==> config.mk <==
export PLATFORM = sky130hd
export DESIGN_NAME = sync_updown_counter_flat
export DESIGN_NICKNAME = d
export VERILOG_FILES = /design/src/rtl/sync_updown_counter_if.sv /design/src/rtl/sync_updown_counter.sv /design/src/flat_wrapper.sv
export SDC_FILE = /design/constraint.sdc
export NUM_CORES = 1
export LEC_CHECK = 0
export CAP_MARGIN = 40
export CORE_AREA = 2 2 39 41
export CTS_BUF_LIST = sky130_fd_sc_hd__clkbuf_4 sky130_fd_sc_hd__clkbuf_8
export DETAILED_ROUTE_END_ITERATION = 8
export DIE_AREA = 0 0 41 43
export PLACE_DENSITY_LB_ADDON = 0.3
export SLEW_MARGIN = 15
export SYNTH_ARGS = -nofsm -noshare
export SYNTH_HDL_FRONTEND = slang
export SYNTH_SLANG_ARGS = --single-unit
export TNS_END_PERCENT = 50
==> constraint.sdc <==
create_clock -name clk -period 1.5 [get_ports clk]
set_input_delay 0.3 -clock clk [delete_from_list [all_inputs] [get_ports clk]]
set_output_delay 0.3 -clock clk [all_outputs]
set_load 0.02 [all_outputs]
==> src/rtl/sync_updown_counter_if.sv <==
// Control and status bundle for sync_updown_counter; the master drives controls,
// the slave (the counter) returns the count, terminal-count flag and wrap pulse.
interface sync_updown_counter_if #(
  parameter int WIDTH = 4
);
  logic             en;
  logic             up_dn;
  logic             sat;
  logic             clear;
  logic             load;
  logic [WIDTH-1:0] load_val;
  logic [WIDTH-1:0] Q;
  logic             tc;
  logic             wrap;

  modport master (
    output en, up_dn, sat, clear, load, load_val,
    input  Q, tc, wrap
  );

  modport slave (
    input  en, up_dn, sat, clear, load, load_val,
    output Q, tc, wrap
  );
endinterface

==> src/rtl/sync_updown_counter.sv <==
// Parametrised up/down modulus counter with clear, clamped load, wrap/saturate
// mode, combinational terminal count for cascading and a registered wrap pulse.
module sync_updown_counter #(
  parameter int              WIDTH   = 4,
  parameter longint unsigned MODULUS = 64'd1 << WIDTH
) (
  input  logic                   clk,
  input  logic                   reset,
  sync_updown_counter_if.slave   bus
);

  localparam logic [WIDTH-1:0] MAX_VAL = WIDTH'(MODULUS - 64'd1);
  localparam logic [WIDTH-1:0] ZERO    = '0;
  localparam logic [WIDTH-1:0] ONE     = WIDTH'(1);

  logic [WIDTH-1:0] count_q;
  logic             wrap_q;
  logic             at_max;
  logic             at_zero;

  assign at_max  = (count_q == MAX_VAL);
  assign at_zero = (count_q == ZERO);

  // Priority: clear, load, count, hold; wrap only pulses on a real rollover.
  always_ff @(posedge clk or negedge reset) begin
    if (!reset) begin
      count_q <= ZERO;
      wrap_q  <= 1'b0;
    end else if (bus.clear) begin
      count_q <= ZERO;
      wrap_q  <= 1'b0;
    end else if (bus.load) begin
      count_q <= (bus.load_val > MAX_VAL) ? MAX_VAL : bus.load_val;
      wrap_q  <= 1'b0;
    end else if (bus.en) begin
      wrap_q <= 1'b0;
      if (bus.up_dn) begin
        if (!at_max) begin
          count_q <= count_q + ONE;
        end else if (!bus.sat) begin
          count_q <= ZERO;
          wrap_q  <= 1'b1;
        end
      end else begin
        if (!at_zero) begin
          count_q <= count_q - ONE;
        end else if (!bus.sat) begin
          count_q <= MAX_VAL;
          wrap_q  <= 1'b1;
        end
      end
    end else begin
      wrap_q <= 1'b0;
    end
  end

  // tc ignores sat/clear/load so it can feed the next stage's enable directly.
  assign bus.tc   = bus.en & ((bus.up_dn & at_max) | (~bus.up_dn & at_zero));
  assign bus.Q    = count_q;
  assign bus.wrap = wrap_q;

endmodule
==> src/flat_wrapper.sv <==
// flat-port wrapper written by rule: the top's interface ports become plain ports
module sync_updown_counter_flat 
#(
  parameter int              WIDTH   = 4,
  parameter longint unsigned MODULUS = 64'd1 << WIDTH
)
  (clk, reset, bus_en, bus_up_dn, bus_sat, bus_clear, bus_load, bus_load_val, bus_Q, bus_tc, bus_wrap);
  sync_updown_counter_if #(.WIDTH(WIDTH)) bus_i ();
  input  logic clk;
  input  logic reset;
  input wire logic [$bits(bus_i.en)-1:0] bus_en;
  input wire logic [$bits(bus_i.up_dn)-1:0] bus_up_dn;
  input wire logic [$bits(bus_i.sat)-1:0] bus_sat;
  input wire logic [$bits(bus_i.clear)-1:0] bus_clear;
  input wire logic [$bits(bus_i.load)-1:0] bus_load;
  input wire logic [$bits(bus_i.load_val)-1:0] bus_load_val;
  output wire logic [$bits(bus_i.Q)-1:0] bus_Q;
  output wire logic [$bits(bus_i.tc)-1:0] bus_tc;
  output wire logic [$bits(bus_i.wrap)-1:0] bus_wrap;
  assign bus_i.en = bus_en;
  assign bus_i.up_dn = bus_up_dn;
  assign bus_i.sat = bus_sat;
  assign bus_i.clear = bus_clear;
  assign bus_i.load = bus_load;
  assign bus_i.load_val = bus_load_val;
  assign bus_Q = bus_i.Q;
  assign bus_tc = bus_i.tc;
  assign bus_wrap = bus_i.wrap;
  sync_updown_counter #(.WIDTH(WIDTH), .MODULUS(MODULUS)) u_core (.clk(clk), .reset(reset), .bus(bus_i));
endmodule
# Word level (Yosys, flattened, before mapping)
# Index checks and enable logic that the tools add are counted.
[totals] ff_bits=5 out_inout_bits=6 wordCells=32
[classes] addsub=2 order_cmp=1 n_eq_ne=3 mux=16 bitwise_logic=5 n_reduce_logical=3
[op_table] op="$mux W4" n=9
[op_table] op="$ne A5 B5 Y1 const B" n=2
[op_table] op="$mux W1" n=7
[op_table] op="$add A4 B1 Y4 const B" n=1
[op_table] op="$eq A4 B4 Y1 const B" n=1
[op_table] op="$gt A4 B4 Y1 const B" n=1
[op_table] op="$logic_not A4 Y1" n=1
[op_table] op="$sub A4 B1 Y4 const B" n=1
[op_table] op="$and A1 B1 Y1" n=3
[op_table] op="$reduce_and A3 Y1" n=1
[op_table] op="$reduce_bool A3 Y1" n=1
[op_table] op="$not A1 Y1" n=1
[op_table] op="$or A1 B1 Y1" n=1

# Depth between registers and ports, before layout
[logic_depth] ltp_word=6 ltp_mapped=6 mapped_depth_nobuf=6

# Least setup slack after synthesis
# OpenSTA, ideal clock, no wires.
[synth_path] kind="reg-to-reg" startpoint="register u_core.count_q[0], in the netlist u_core.bus.Q[0]" endpoint="register u_core.count_q[3], in the netlist u_core.bus.Q[3]" arrival_time_ns=1.658 required_ns=1.396 slack_ns=-0.261 stages_incl_launch_ff=7 synth_period_minus_slack_ns=1.761 path_cell_list="dfrtp_1 > inv_1 > ha_1 > nor4b_1 > o21a_1 > o21a_4 > o41ai_2"
[synth_via] elab_chain_cells=6 word_cells_on_any_way=13 classes_between="add/sub (2); eq/ne (3); mux (6); reduce/logical (2)"
[synth_lines] element="start, declared" line_no="sync_updown_counter.sv:16" rtl="logic [WIDTH-1:0] count_q;"
[synth_lines] element="start signal, assigned" line_no="sync_updown_counter.sv:33" rtl="count_q <= (bus.load_val > MAX_VAL) ? MAX_VAL : bus.load_val;"
[synth_lines] element="start signal, assigned" line_no="sync_updown_counter.sv:39" rtl="count_q <= count_q + ONE;"
[synth_lines] element="start signal, assigned" line_no="sync_updown_counter.sv:46" rtl="count_q <= count_q - ONE;"
[synth_lines] element="$sub A4 B1 Y4, or another cell as far along" line_no="sync_updown_counter.sv:46"
[synth_lines] element="$mux W4, on equally long branches" line_no="sync_updown_counter.sv:45, sync_updown_counter.sv:38"
[synth_lines] element="$mux W4" line_no="sync_updown_counter.sv:37" rtl="if (bus.up_dn) begin"
[synth_lines] element="$mux W4" line_no="sync_updown_counter.sv:35" rtl="end else if (bus.en) begin"
[synth_lines] element="$mux W4" line_no="sync_updown_counter.sv:32" rtl="end else if (bus.load) begin"
[synth_lines] element="$mux W4" line_no="sync_updown_counter.sv:29" rtl="end else if (bus.clear) begin"
# Parallel ways exist; a longest one is shown, timed or not. The select of a mux whose other input is x is not followed.
# A chain may end at the register's enable or synchronous reset.

# Final worst setup path
[layout_path] startpoint="register u_core.count_q[0], in the netlist u_core.bus.Q[0]" endpoint="output bus_tc"
[layout_via] elab_chain_cells=4 word_cells_on_any_way=6 classes_between="eq/ne (1); bitwise (4); reduce/logical (1)"
[layout_lines] element="$eq A4 B4 Y1 or $logic_not A4 Y1 (tied branches)" line_no="sync_updown_counter.sv:21, sync_updown_counter.sv:22"
[layout_lines] element="$and A1 B1 Y1" line_no="sync_updown_counter.sv:58" rtl="assign bus.tc = bus.en & ((bus.up_dn & at_max) | (~bus.up_dn & at_zero));"
[layout_lines] element="$or A1 B1 Y1 (*)" line_no="sync_updown_counter.sv:58"
[layout_lines] element="$and A1 B1 Y1 (*)" line_no="sync_updown_counter.sv:58"
[layout_lines] element="end, declared" line_no="flat_wrapper.sv:18" rtl="output wire logic [$bits(bus_i.tc)-1:0] bus_tc;"
# Every way passes the cells marked *; elsewhere a longest branch is shown, timed or not.

==> impl_summary.log <==
INFO  metric netlist-cell-type-count = 31
INFO  metric r2r-end = u_core.bus.Q[3]
INFO  metric cts_max_path_buffers = 2
INFO  metric coreArea = ~1400 µm²
INFO  metric synth_fp_nets = 58
INFO  metric top_level_ports = 17
INFO  metric antenna_violating_nets_post_route = 0
INFO  metric r2r_cells = 6
INFO  metric antennaDiodeCount = 0
INFO  metric timing.final.setup_violations = 5
INFO  metric cts-root-buf = sky130_fd_sc_hd__clkbuf_4
INFO  metric largest_net_degree_at_the_start_of_global_routing = 9
INFO  metric rows = 14
INFO  metric htree_num_levels = 1
INFO  metric power_per_cell_area = 732 nW/µm²
INFO  metric synth_cells = 45
INFO  metric clk_pin_slew = 0.04 ns
INFO  metric detailedRoute.firstIterationViolations = 5
INFO  metric placed_instances = ~90
INFO  metric maxCapViolCount = 0
INFO  metric period_utilization_post_route = 1.22
INFO  metric dieHeight = 43 µm
INFO  metric drt-pass1-iter-count = 4
INFO  metric post_drt_via_cell_ratio = about 5
INFO  metric synthDominantAreaCellType = sky130_fd_sc_hd__dfrtp_1
INFO  metric detailedPlacementHpwl = about 930 µm
INFO  metric place_congestion = 0.756
INFO  metric finish.net_count = 94
INFO  metric synth-seq-area-share = 0.299
INFO  metric dr_total_vias = 494
INFO  metric timing.hold.ws = 0.280 ns
INFO  metric initial_utilization = 0.303
INFO  metric worstPathMaxFanout = 4
INFO  metric number_of_buffers_added_by_the_clock_tree_synthesis_step = 3
INFO  metric layout_min_cycle_time = approximately 1.8 ns
INFO  metric drt-wirelength-per-cell = ~13 µm
INFO  metric detail_route.drc_violations = 0
INFO  metric worst-slew-pin-transition = between 0.2 and 0.3 ns
INFO  metric syn2layout_area_growth = 93.4%
INFO  metric globalRouteOverflowTotal = 0
INFO  metric timing.final.ws_setup = -0.333 ns
INFO  metric cts.sink_count = 5
INFO  metric synth-seq-cells = 5
INFO  metric place.port_buffers = 16
INFO  metric run_status = complete, but fails checks
INFO  metric via_count_of_the_first_global_routing_pass = roughly 440
INFO  metric cp-start-kind = flip-flop
INFO  metric tns = -1.09 ns
INFO  metric yosysWarnings = 0
INFO  metric die_width = a little over 40 µm
INFO  metric worst_hold_path_type = input port to asynchronous set/reset pin
INFO  metric synthDominantCellAreaShare = 0.299
INFO  metric cp-end-kind = primary output
INFO  metric antenna_found_initial = 0
INFO  metric hold_viol = 0
INFO  metric relSlewSlack = 0.801
INFO  metric rsz0062_at_grt = true
INFO  metric final-instance-count-excl-fill = 96
INFO  metric worst-setup-path-type = flip-flop to primary output
INFO  metric synthesis.area = 419 µm²
INFO  metric synthTopCellsByArea = sky130_fd_sc_hd__dfrtp_1, sky130_fd_sc_hd__ha_1, sky130_fd_sc_hd__mux2i_1
INFO  metric cts_tree = built
INFO  metric worst_ep_arrival_time = between 1.5 and 2 ns
INFO  metric grt_first_pass_wirelength = slightly above 2000 µm
INFO  metric timing.reg2reg.setup_slack = -0.24 ns
INFO  metric crit-reg2reg-launch = u_core.bus.Q[0]
INFO  metric drv_slew = 0
INFO  metric cp.required = 1.20 ns
INFO  metric p_leak = ~0.37 nW
INFO  metric dieArea = around 1800 µm²
INFO  metric clkLatencyLatePin = 0.24 ns
INFO  metric globalRouteTotalUtil = 0.171
INFO  metric clock-skew-final = roughly 0.0036 ns
INFO  metric max_clock_freq = about 550 MHz
INFO  metric post_route_cells_drive_above_1_share = 0.475
INFO  metric synth.avg_cell_area = approximately 9.3 µm²
INFO  metric irDropWorstVdd = about 0.35 mV
INFO  metric place_ws = -0.802 ns
INFO  metric totalWireLength = between 1000 and 1500 µm
INFO  metric violations = negative setup slack
cell type report:
cell class,count,area (µm²)
Clock buffer,4,30.0
Inverter,3,11.3
Fill cell,131,573
Multi-Input combinational cell,36,344
Timing Repair Buffer,32,278
Tap cell,16,20.0
Sequential cell,5,128
cell usage in the layout (no fill, tap or decap), types with 2 or more instances in the layout:
cell type,instances
sky130_fd_sc_hd__a21oi_1,3
sky130_fd_sc_hd__a31oi_1,2
sky130_fd_sc_hd__buf_4,15
sky130_fd_sc_hd__buf_6,2
sky130_fd_sc_hd__clkbuf_4,4
sky130_fd_sc_hd__clkdlybuf4s50_1,11
sky130_fd_sc_hd__dfrtp_1,3
sky130_fd_sc_hd__dfrtp_2,2
sky130_fd_sc_hd__dlygate4sd2_1,2
sky130_fd_sc_hd__ha_4,2
sky130_fd_sc_hd__inv_2,2
sky130_fd_sc_hd__mux2i_1,2
sky130_fd_sc_hd__nor2_1,2
sky130_fd_sc_hd__nor3_1,3
worst max path at each step:
stage | startpoint | endpoint | depth (start not counted)
after floorplan | u_core.bus.Q[0] | u_core.bus.Q[3] | 6
after global placement | bus_up_dn | bus_tc | 5
after detailed placement | bus_up_dn | bus_tc | 5
after CTS | u_core.bus.Q[0] | bus_tc | 5
after global routing | u_core.bus.Q[1] | bus_tc | 5
final | u_core.bus.Q[0] | bus_tc | 5
cells in the mapped netlist, drive strengths merged:
cell type and instances:
and4 1, o21bai 1, a311o 1, o21a 2, or2 1, nand2 1
a31oi 2, nor4b 1, o41ai 1, o2bb2ai 1, nor2 2, a21oi 3
xor2 1, inv 3, nand2b 1, mux2i 2, o311ai 1, clkbuf 1
nor2b 1, o21ai 2, and2 1, nor3 3, a221oi 1, a21o 1
o21ba 1, ha 2, o211ai 1, and3b 1, dfrtp 5
cell families (layout without fill, tap and decap cells):
group	Yosys count	after routing	synth area share
XOR/XNOR	1	1	0.0209
adder cells (fa/ha/maj)	2	2	0.0597
multiplexers	2	2	0.0478
flip-flops	5	5	0.299
AO/OA/AOI/OAI	18	18	0.346
AND/OR/NAND/NOR	13	13	0.191
buffers and inverters	4	39	0.0358
through the flow:
step                cell area, µm²  utilization  total power (W)
floorplan                      464            -         0.000287
global placement               753        0.544         0.000413
detailed placement             753        0.544         0.000416
CTS                            786        0.568         0.000592
global route                   811        0.586         0.000639
finish                         811        0.586         0.000593
where the power goes:
group | leakage, nW | internal (W) | switching (W) | total, W
sequential | 0.0632 | 0.000148 | 0.0000178 | 0.000166
clock | 0.0184 | 0.000118 | 0.0000529 | 0.000171
combinational | 0.287 | 0.000142 | 0.000114 | 0.000256
critical path, cell delays in order, from the launching register on:
cell and delay, ns:
sky130_fd_sc_hd__dfrtp_2 0.44, sky130_fd_sc_hd__ha_4 0.18, sky130_fd_sc_hd__and4_4 0.17, sky130_fd_sc_hd__or2_4 0.25
sky130_fd_sc_hd__and2_4 0.14, sky130_fd_sc_hd__buf_6 0.12
registers in the layout (all words and copies together), names as in the netlist:
signal	count
u_core.bus.Q	4
u_core.bus.wrap	1
repair_timing:
item                                    CTS  global route
hold buffers                              0             0
endpoints found under the setup margin    9             7
setup buffers                             0             1
gates resized for setup                  13             7
pin swaps                                 5             2
cloned                                    0             0
per-layer routing:
metal	wire length [µm]	GRT usage	up-vias
li1	-	-	245
met1	557	0.225	229
met2	638	0.256	18
met3	43	0.0157	2
met4	6	0.100	0
met5	0	0	-
(Power assumes the default switching activity.)
